File: config.mk
export PLATFORM = sky130hd
export DESIGN_NAME = sram_port_arbiter_flat
export DESIGN_NICKNAME = d
export VERILOG_FILES = /design/src/rtl/sram_ctl_pkg.sv /design/src/rtl/sram_port_arbiter_if.sv /design/src/rtl/sram_rsp_buf.sv /design/src/rtl/sram_port_arbiter.sv /design/src/flat_wrapper.sv
export SDC_FILE = /design/constraint.sdc
export NUM_CORES = 1
export LEC_CHECK = 0
export BUFFER_PORTS_ARGS = -buffer_cell sky130_fd_sc_hd__buf_2
export CORE_ASPECT_RATIO = 1.4
export CORE_MARGIN = 3
export CORE_UTILIZATION = 35
export CTS_BUF_LIST = sky130_fd_sc_hd__clkbuf_4
export DETAILED_ROUTE_END_ITERATION = 10
export GPL_TIMING_DRIVEN = 0
export PLACE_DENSITY = 0.72
export SLEW_MARGIN = 25
export SYNTH_ARGS = -nofsm -noshare
export SYNTH_HDL_FRONTEND = slang
export SYNTH_SLANG_ARGS = --single-unit
File: constraint.sdc
create_clock -name clock -period 2 [get_ports clock]
set_clock_uncertainty 0.05 [all_clocks]
set_input_delay 0.4 -clock clock [delete_from_list [all_inputs] [get_ports clock]]
set_output_delay 0.4 -clock clock [all_outputs]
set_load 0.02 [all_outputs]
File: src/rtl/sram_ctl_pkg.sv
// Shared types and sizing for the single-port SRAM front-end controller.
package sram_ctl_pkg;

    localparam int unsigned DEPTH      = 512;
    localparam int unsigned ADDR_W     = $clog2(DEPTH);
    localparam int unsigned DATA_W     = 40;
    localparam int unsigned MASK_W     = 10;
    localparam int unsigned SEG_W      = DATA_W / MASK_W;
    localparam int unsigned STARVE_LIM = 4;
    localparam int unsigned STARVE_W   = $clog2(STARVE_LIM + 1);

    typedef enum logic {
        INIT = 1'b0,
        RUN  = 1'b1
    } state_e;

    // One command presented on the macro's RW port in a given cycle.
    typedef struct packed {
        logic              en;
        logic              wmode;
        logic [ADDR_W-1:0] addr;
        logic [MASK_W-1:0] wmask;
        logic [DATA_W-1:0] wdata;
    } sram_cmd_t;

endpackage

File: src/rtl/sram_port_arbiter_if.sv
// Requester channels (write, read, response) plus the RW0 macro pins.
interface sram_port_arbiter_if;
    import sram_ctl_pkg::*;

    logic              w_valid;
    logic              w_ready;
    logic [ADDR_W-1:0] w_addr;
    logic [DATA_W-1:0] w_data;
    logic [MASK_W-1:0] w_mask;

    logic              r_valid;
    logic              r_ready;
    logic [ADDR_W-1:0] r_addr;

    logic              resp_valid;
    logic              resp_ready;
    logic [DATA_W-1:0] resp_data;

    logic              sram_en;
    logic              sram_wmode;
    logic [ADDR_W-1:0] sram_addr;
    logic [MASK_W-1:0] sram_wmask;
    logic [DATA_W-1:0] sram_wdata;
    logic [DATA_W-1:0] sram_rdata;

    // Arbiter side
    modport slave (
        input  w_valid, w_addr, w_data, w_mask,
        output w_ready,
        input  r_valid, r_addr,
        output r_ready,
        output resp_valid, resp_data,
        input  resp_ready,
        output sram_en, sram_wmode, sram_addr, sram_wmask, sram_wdata,
        input  sram_rdata
    );

    // Requester / macro side
    modport master (
        output w_valid, w_addr, w_data, w_mask,
        input  w_ready,
        output r_valid, r_addr,
        input  r_ready,
        input  resp_valid, resp_data,
        output resp_ready,
        input  sram_en, sram_wmode, sram_addr, sram_wmask, sram_wdata,
        output sram_rdata
    );

endinterface

File: src/rtl/sram_rsp_buf.sv
// Read response stage: pass-through on the first cycle, then a hold register
// keeps the data stable under backpressure even if the array is rewritten.
module sram_rsp_buf
    import sram_ctl_pkg::*;
(
    input  logic              clock,
    input  logic              reset_n,
    input  logic              rd_issue_i,
    input  logic              resp_ready_i,
    input  logic [DATA_W-1:0] sram_rdata_i,
    output logic              resp_valid_o,
    output logic [DATA_W-1:0] resp_data_c,
    output logic              can_accept_c
);

    logic              pend_q,  pend_d;
    logic              valid_q, valid_d;
    logic [DATA_W-1:0] hold_q,  hold_d;

    always_comb begin
        pend_d  = rd_issue_i;
        valid_d = valid_q;
        hold_d  = hold_q;
        if (pend_q) begin
            hold_d = sram_rdata_i;
        end
        // A new issue in the handshake cycle keeps the response valid.
        if (rd_issue_i) begin
            valid_d = 1'b1;
        end else if (valid_q && resp_ready_i) begin
            valid_d = 1'b0;
        end
    end

    always_ff @(posedge clock or negedge reset_n) begin
        if (!reset_n) begin
            pend_q  <= 1'b0;
            valid_q <= 1'b0;
            hold_q  <= '0;
        end else begin
            pend_q  <= pend_d;
            valid_q <= valid_d;
            hold_q  <= hold_d;
        end
    end

    assign resp_valid_o = valid_q;
    assign resp_data_c  = pend_q ? sram_rdata_i : hold_q;
    assign can_accept_c = !valid_q || resp_ready_i;

endmodule

File: src/rtl/sram_port_arbiter.sv
// Shares one masked single-port SRAM between a writer and a reader, zero-fills
// the array after reset, and bounds write starvation under read pressure.
module sram_port_arbiter
    import sram_ctl_pkg::*;
(
    input  logic               clock,
    input  logic               reset_n,
    output logic               init_done,
    sram_port_arbiter_if.slave bus
);

    state_e              state_q,     state_d;
    logic [ADDR_W-1:0]   ctr_q,       ctr_d;
    logic                init_done_q, init_done_d;
    logic [STARVE_W-1:0] starve_q,    starve_d;

    logic      rd_ok;
    logic      w_grant;
    logic      r_grant;
    logic      can_accept;
    sram_cmd_t cmd;

    always_comb begin
        state_d     = state_q;
        ctr_d       = ctr_q;
        init_done_d = init_done_q;
        starve_d    = starve_q;
        rd_ok       = 1'b0;
        w_grant     = 1'b0;
        r_grant     = 1'b0;
        cmd         = '0;

        case (state_q)
            INIT: begin
                cmd.en    = 1'b1;
                cmd.wmode = 1'b1;
                cmd.addr  = ctr_q;
                cmd.wmask = '1;
                ctr_d     = ctr_q + ADDR_W'(1);
                if (ctr_q == ADDR_W'(DEPTH - 1)) begin
                    state_d     = RUN;
                    init_done_d = 1'b1;
                end
            end
            RUN: begin
                rd_ok   = bus.r_valid && can_accept;
                // A write that has waited STARVE_LIM cycles overrides the read.
                w_grant = bus.w_valid &&
                          (!rd_ok || (starve_q == STARVE_W'(STARVE_LIM)));
                r_grant = rd_ok && !w_grant;

                if (w_grant) begin
                    cmd.en    = 1'b1;
                    cmd.wmode = 1'b1;
                    cmd.addr  = bus.w_addr;
                    cmd.wmask = bus.w_mask;
                    cmd.wdata = bus.w_data;
                end else if (r_grant) begin
                    cmd.en    = 1'b1;
                    cmd.addr  = bus.r_addr;
                end

                if (!bus.w_valid || w_grant) begin
                    starve_d = '0;
                end else if (starve_q != STARVE_W'(STARVE_LIM)) begin
                    starve_d = starve_q + STARVE_W'(1);
                end
            end
            default: begin
                state_d = INIT;
            end
        endcase
    end

    always_ff @(posedge clock or negedge reset_n) begin
        if (!reset_n) begin
            state_q     <= INIT;
            ctr_q       <= '0;
            init_done_q <= 1'b0;
            starve_q    <= '0;
        end else begin
            state_q     <= state_d;
            ctr_q       <= ctr_d;
            init_done_q <= init_done_d;
            starve_q    <= starve_d;
        end
    end

    sram_rsp_buf u_rsp_buf (
        .clock        (clock),
        .reset_n      (reset_n),
        .rd_issue_i   (r_grant),
        .resp_ready_i (bus.resp_ready),
        .sram_rdata_i (bus.sram_rdata),
        .resp_valid_o (bus.resp_valid),
        .resp_data_c  (bus.resp_data),
        .can_accept_c (can_accept)
    );

    assign init_done      = init_done_q;
    assign bus.w_ready    = w_grant;
    assign bus.r_ready    = r_grant;
    assign bus.sram_en    = cmd.en;
    assign bus.sram_wmode = cmd.wmode;
    assign bus.sram_addr  = cmd.addr;
    assign bus.sram_wmask = cmd.wmask;
    assign bus.sram_wdata = cmd.wdata;

endmodule
File: src/flat_wrapper.sv
// flat-port wrapper written by rule: the top's interface ports become plain ports
module sram_port_arbiter_flat import sram_ctl_pkg::*;
  (clock, reset_n, init_done, bus_w_valid, bus_w_addr, bus_w_data, bus_w_mask, bus_w_ready, bus_r_valid, bus_r_addr, bus_r_ready, bus_resp_valid, bus_resp_data, bus_resp_ready, bus_sram_en, bus_sram_wmode, bus_sram_addr, bus_sram_wmask, bus_sram_wdata, bus_sram_rdata);
  sram_port_arbiter_if bus_i ();
  input  logic clock;
  input  logic reset_n;
  output logic init_done;
  input wire logic [$bits(bus_i.w_valid)-1:0] bus_w_valid;
  input wire logic [$bits(bus_i.w_addr)-1:0] bus_w_addr;
  input wire logic [$bits(bus_i.w_data)-1:0] bus_w_data;
  input wire logic [$bits(bus_i.w_mask)-1:0] bus_w_mask;
  output wire logic [$bits(bus_i.w_ready)-1:0] bus_w_ready;
  input wire logic [$bits(bus_i.r_valid)-1:0] bus_r_valid;
  input wire logic [$bits(bus_i.r_addr)-1:0] bus_r_addr;
  output wire logic [$bits(bus_i.r_ready)-1:0] bus_r_ready;
  output wire logic [$bits(bus_i.resp_valid)-1:0] bus_resp_valid;
  output wire logic [$bits(bus_i.resp_data)-1:0] bus_resp_data;
  input wire logic [$bits(bus_i.resp_ready)-1:0] bus_resp_ready;
  output wire logic [$bits(bus_i.sram_en)-1:0] bus_sram_en;
  output wire logic [$bits(bus_i.sram_wmode)-1:0] bus_sram_wmode;
  output wire logic [$bits(bus_i.sram_addr)-1:0] bus_sram_addr;
  output wire logic [$bits(bus_i.sram_wmask)-1:0] bus_sram_wmask;
  output wire logic [$bits(bus_i.sram_wdata)-1:0] bus_sram_wdata;
  input wire logic [$bits(bus_i.sram_rdata)-1:0] bus_sram_rdata;
  assign bus_i.w_valid = bus_w_valid;
  assign bus_i.w_addr = bus_w_addr;
  assign bus_i.w_data = bus_w_data;
  assign bus_i.w_mask = bus_w_mask;
  assign bus_w_ready = bus_i.w_ready;
  assign bus_i.r_valid = bus_r_valid;
  assign bus_i.r_addr = bus_r_addr;
  assign bus_r_ready = bus_i.r_ready;
  assign bus_resp_valid = bus_i.resp_valid;
  assign bus_resp_data = bus_i.resp_data;
  assign bus_i.resp_ready = bus_resp_ready;
  assign bus_sram_en = bus_i.sram_en;
  assign bus_sram_wmode = bus_i.sram_wmode;
  assign bus_sram_addr = bus_i.sram_addr;
  assign bus_sram_wmask = bus_i.sram_wmask;
  assign bus_sram_wdata = bus_i.sram_wdata;
  assign bus_i.sram_rdata = bus_sram_rdata;
  sram_port_arbiter u_core (.clock(clock), .reset_n(reset_n), .init_done(init_done), .bus(bus_i));
endmodule
# Word level (Yosys, flattened, before mapping)
# Index checks and enable logic that the tools add are counted.
[op_classes] n_mux=17 add_sub_neg=2 bitwise_logic=1 eq_ne=3 n_reduce_logical=15
[op_table] operator="40-bit 2-to-1 mux" count=2
[op_table] operator="50-bit 2-to-1 mux" count=1
[op_table] operator="21-bit case mux with 2 select lines" count=1
[op_table] operator="9-bit 2-to-1 mux" count=2
[op_table] operator="9-bit by 1-bit adder with 9-bit output, second input constant" count=1
[op_table] operator="9-bit equality test, second input constant" count=1
[op_table] operator="1-bit 2-to-1 mux" count=9
[op_table] operator="3-bit 2-to-1 mux" count=2
[op_table] operator="1-bit logical AND" count=4
[op_table] operator="1-bit zero test" count=4
[op_table] operator="2-bit AND reduction" count=2
[op_table] operator="2-bit nonzero test" count=2
[op_table] operator="3-bit by 1-bit adder with 3-bit output, second input constant" count=1
[op_table] operator="3-bit equality test, second input constant" count=1
[op_table] operator="1-bit logical OR" count=3
[op_table] operator="3-bit inequality test, second input constant" count=1
[op_table] operator="1-bit NOT" count=1
[totals] regBits=56 in_bits=113

# Logic depth before layout (Yosys ltp)
[depth] ltp_word=11 ltp_mapped=6 ltp_nobuf=5

# Cells and area by module
# From an unflattened synthesis, not the netlist that was laid out.
[hier_totals] hier_cells=236 hier_area_um2=2780.2
[by_module_without_submodules] module="sram_rsp_buf" cells_each=88 n_inst=1 seq_area_each_um2=1051.0 area_each_um2=1559.0
[by_module_without_submodules] module="sram_port_arbiter" cells_each=148 n_inst=1 seq_area_each_um2=350.3 area_each_um2=1221.2

# Worst setup path before layout
# Ideal clock, no wire load.
[synth_timing] path_type="register to output" startpoint="register u_core.starve_q[0]" endpoint="output port bus_sram_wdata[30]" path_slack_ps=-16 t_arrival_ps=1566 path_stages_with_launch=7 cell_sequence="dfrtp_1 -> inv_1 -> ha_1 -> nand2_1 -> a311oi_2 -> buf_2 -> and2_1"
[synth_via] elab_chain_len=5
[synth_lines] item="start, declared" line="sram_port_arbiter.sv:15" rtl="logic [STARVE_W-1:0] starve_q, starve_d;"
[synth_lines] item="start signal, assigned" line="sram_port_arbiter.sv:85" rtl="starve_q <= starve_d;"
[synth_lines] item="3-bit equality test" line="sram_port_arbiter.sv:49" rtl="(!rd_ok || (starve_q == STARVE_W'(STARVE_LIM)));"
[synth_lines] item="1-bit logical OR" line="sram_port_arbiter.sv:49"
[synth_lines] item="1-bit logical AND" line="sram_port_arbiter.sv:48" rtl="w_grant = bus.w_valid &&"
[synth_lines] item="50-bit 2-to-1 mux" line="sram_port_arbiter.sv:52" rtl="if (w_grant) begin"
[synth_lines] item="40-bit 2-to-1 mux" line="sram_port_arbiter.sv:33" rtl="case (state_q)"
[synth_lines] item="end, declared" line="flat_wrapper.sv:23" rtl="output wire logic [$bits(bus_i.sram_wdata)-1:0] bus_sram_wdata;"
# No other way between the ends.

# Worst setup path in the final report
[layout_timing] startpoint="register u_core.starve_q[0]" endpoint="output port bus_sram_addr[6]"
[layout_via] elab_chain_len=8
[layout_lines] item="3-bit equality test (*)" line="sram_port_arbiter.sv:49"
[layout_lines] item="1-bit logical OR (*)" line="sram_port_arbiter.sv:49"
[layout_lines] item="1-bit logical AND (*)" line="sram_port_arbiter.sv:48"
[layout_lines] item="1-bit zero test" line="sram_port_arbiter.sv:50" rtl="r_grant = rd_ok && !w_grant;"
[layout_lines] item="1-bit logical AND" line="sram_port_arbiter.sv:50"
[layout_lines] item="9-bit 2-to-1 mux" line="sram_port_arbiter.sv:58" rtl="end else if (r_grant) begin"
[layout_lines] item="9-bit 2-to-1 mux (*)" line="sram_port_arbiter.sv:52"
[layout_lines] item="21-bit case mux with 2 select lines (*)" line="sram_port_arbiter.sv:33"
[layout_lines] item="end, declared" line="flat_wrapper.sv:21" rtl="output wire logic [$bits(bus_i.sram_addr)-1:0] bus_sram_addr;"
# Mark *: on every way between the ends. The rest lies on a longest branch, timed or not.

==> results.md <==
- Top post-synthesis cells by count: dfrtp_1, mux2_2, and2_1
- CTS tree: yes
- Predominant post-synthesis flop cell: dfrtp_1
- Chip height: 113 um
- HP Class: in2reg
- Largest net degree at the start of global routing: 57
- Total Power: between 1.5 and 2 mW
- Crit path arrival time: approximately 2.0 ns
- Drt first pass iters: 4
- FILL cells: 534
- Final antenna-violating net count: 0
- CTS buffer count: 5
- Routability cong.: 0.814
- Syn Std Cell Area: roughly 0.0028 mm^2
- Max cap viols: 0
- CTS root buf: clkbuf_4
- Reg area: 0.00140 mm^2
- Hold Startpoint: bus_sram_rdata[29]
- Setup TNS Final: -27.43 ns
- Area of the multi-input gates: 0.00169 mm^2
- DR WL/cell: roughly 18 um
- Synth cell types: 31
- Final worst path period share: 124%
- Cells after synthesis: 252
- Final count of negative-setup-slack endpoints: a little over 80
- Port bufs: roughly 220
- Slack of the critical path: -0.479 ns
- CTS H-Tree Depth: 2
- Final core occ: a little over 70%
- Final min period: between 2 and 2.5 ns
- Post-synth EDFFs: 0
- Reg2Reg Depth: 8
- Initial Utilization: 36.4%
- F_max: about 400 MHz
- N_diodes: 0
- Via count: 2988
- First-pass GRT wire length: roughly 16000 um
- Async SR Flop Fraction: 100%
- GR Util All Layers: approximately 22%
- Final net count: 634
- Area contributors post-synth: dfrtp_1, mux2_2, and2_1
- Yosys Warn Count: 0
- Clock latency on the worst-skew pair: 0.38 ns
- Worst vdd ir: about 270 uV
- DRC errors left: 0
- Post-synth top area share: 49.4%
- GRT Residual Overflow: 0
- Worst reg2reg startpoint: u_core.starve_q[0]$_DFFE_PN0P_
- Dpl hpwl: between 7000 and 8000 um
- Sequential share of the synthesized area: 49.4%
- Detailed Route WL: 11300 um
- Worst-Margin Slew: 0.704 ns
- Outcome: complete, but fails checks
- Core area: a little under 0.008 mm^2
- Area delta synth->final: 99.1%
- Initial antenna violation count: 0
- CTS Sinks: 56
- Post-synth top area cell: dfrtp_1
- Crit Path Max Fanout: 5
- Hold Path Stages: 2
- Pre-CTS WS: -0.325 ns
- Ports: around 220
- Pins over their slew limit: 0
- Placed inst area: 0.00405 mm^2
- CP Class: reg2out
- # rows: 38
- Chip Width: ~82 um
- RSZ-0062 raised after global routing: true
- Die area: about 0.0092 mm^2
- Fraction of layout cells with a size suffix above 1: just over 70%
- CTS Buffer Depth: 2
- Crit. End Element: output port
- Finished Cell Area: approximately 0.0056 mm^2
- Routed vias/inst: between 4 and 5
- Count leader, synth: dfrtp_1
- Vias in the first global route: 3191
- Worst setup path start: u_core.starve_q[0]$_DFFE_PN0P_
- FF+latch count, synth: between 50 and 60
- Slew Limit Headroom: 53.1%
- DR iter-0 viols: roughly 110
- Static Leak: 2.99 nW
- Clock Pin Slew Worst Setup and Hold Paths: between 0.15 and 0.2 ns
- Hold Violations, Final: 0
- Failing checks: setup timing
- Avg Cell Area, Syn: approximately 11 um^2
- Syn Nets: between 300 and 400
- Startpoint types: flop
- Power per cell area: 326 mW/mm^2
- Crit path required time: 1.55 ns
[stage by stage]
stage	std cells	hold slack (ns)
final	618	0.197
after CTS	606	0.176
after detailed placement	569	0.397
after global routing	618	0.173
after global placement	569	0.396
after floorplan	252	0.0544
[where the power goes]
group	switching (mW)	leakage, nW	internal [mW]
combinational	0.0928	2.20	0.0924
clock	0.374	0.0322	0.147
sequential	0	0.758	1.13
[final cells by class]
class	instances	share of cell area (%)
plain buffers	15	2.61
clock buffers	5	0.665
clock inverters	3	0.443
inverters	6	0.399
multi-input cells	173	30.0
flip-flops and latches	56	24.8
well taps	100	2.22
repair buffers	260	38.9
[worst paths after layout]
kind                                                                  end  slack, ns
worst min-delay path                u_core.u_rsp_buf.hold_q[29]$_DFF_PN0_       0.20
min in group asynchronous           u_core.u_rsp_buf.hold_q[29]$_DFF_PN0_       0.53
worst max register to register  u_core.u_rsp_buf.resp_valid_o$_DFFE_PN0P_       0.31
worst min register to register               u_core.init_done$_DFFE_PN0P_       0.44
worst max-delay path                                     bus_sram_addr[6]      -0.48
max in group asynchronous           u_core.u_rsp_buf.hold_q[12]$_DFF_PN0_       0.89
[cell families after synthesis]
family / after synthesis / synth area share, %
AND/OR/NAND/NOR: 92 / 18.7
XOR/XNOR: 7 / 2.16
flip-flops: 56 / 49.4
AO/OA/AOI/OAI: 28 / 7.54
multiplexers: 42 / 16.7
adder cells (fa/ha/maj): 4 / 1.76
buffers and inverters: 23 / 3.75
[cells in the final DEF, fill, tap and decap left out, types with 4 or more instances in the layout]
| master | count |
|---|---|
| nor2b_1 | 9 |
| a221o_1 | 9 |
| and3_1 | 10 |
| buf_4 | 24 |
| nand2_1 | 15 |
| mux2_4 | 39 |
| clkbuf_4 | 5 |
| and2_4 | 34 |
| o21ai_2 | 4 |
| and2_1 | 6 |
| dfrtp_1 | 56 |
| buf_2 | 117 |
| buf_8 | 9 |
| xor2_1 | 4 |
| buf_6 | 114 |
| nand3_1 | 6 |
| o21ai_4 | 7 |
[worst max-delay path, cell delays in order, from the launching register on]
cell	delay, ns
dfrtp_1	0.43
inv_2	0.09
ha_4	0.15
nand2_4	0.07
o2111a_2	0.29
buf_6	0.14
a221o_1	0.34
buf_6	0.14
[layer usage]
metal / track usage (%) / up-vias / wire length [um]
met4: 7.43 / 0 / 238
met1: 24.2 / 1465 / 4020
li1: - / 1398 / -
met3: 2.97 / 22 / 531
met2: 42.0 / 103 / 6540
met5: 0 / - / 0
[sequential cells by signal, indices dropped and copies added, names as in the netlist]
name / count
u_core.u_rsp_buf.hold_q: 40
u_core.ctr_q: 9
u_core.starve_q: 3
u_core.init_done: 1
u_core.state_q: 1
u_core.u_rsp_buf.pend_q: 1
u_core.u_rsp_buf.resp_valid_o: 1
[timing repair]
action	4_1_cts	5_1_grt
buffers inserted	19	16
gates resized for setup	287	85
gates cloned	9	0
endpoints found under the setup margin	102	103
pin swaps	51	3
hold endpoints to repair	19	0
hold buffers	1	0
(Power assumes the default switching activity.)
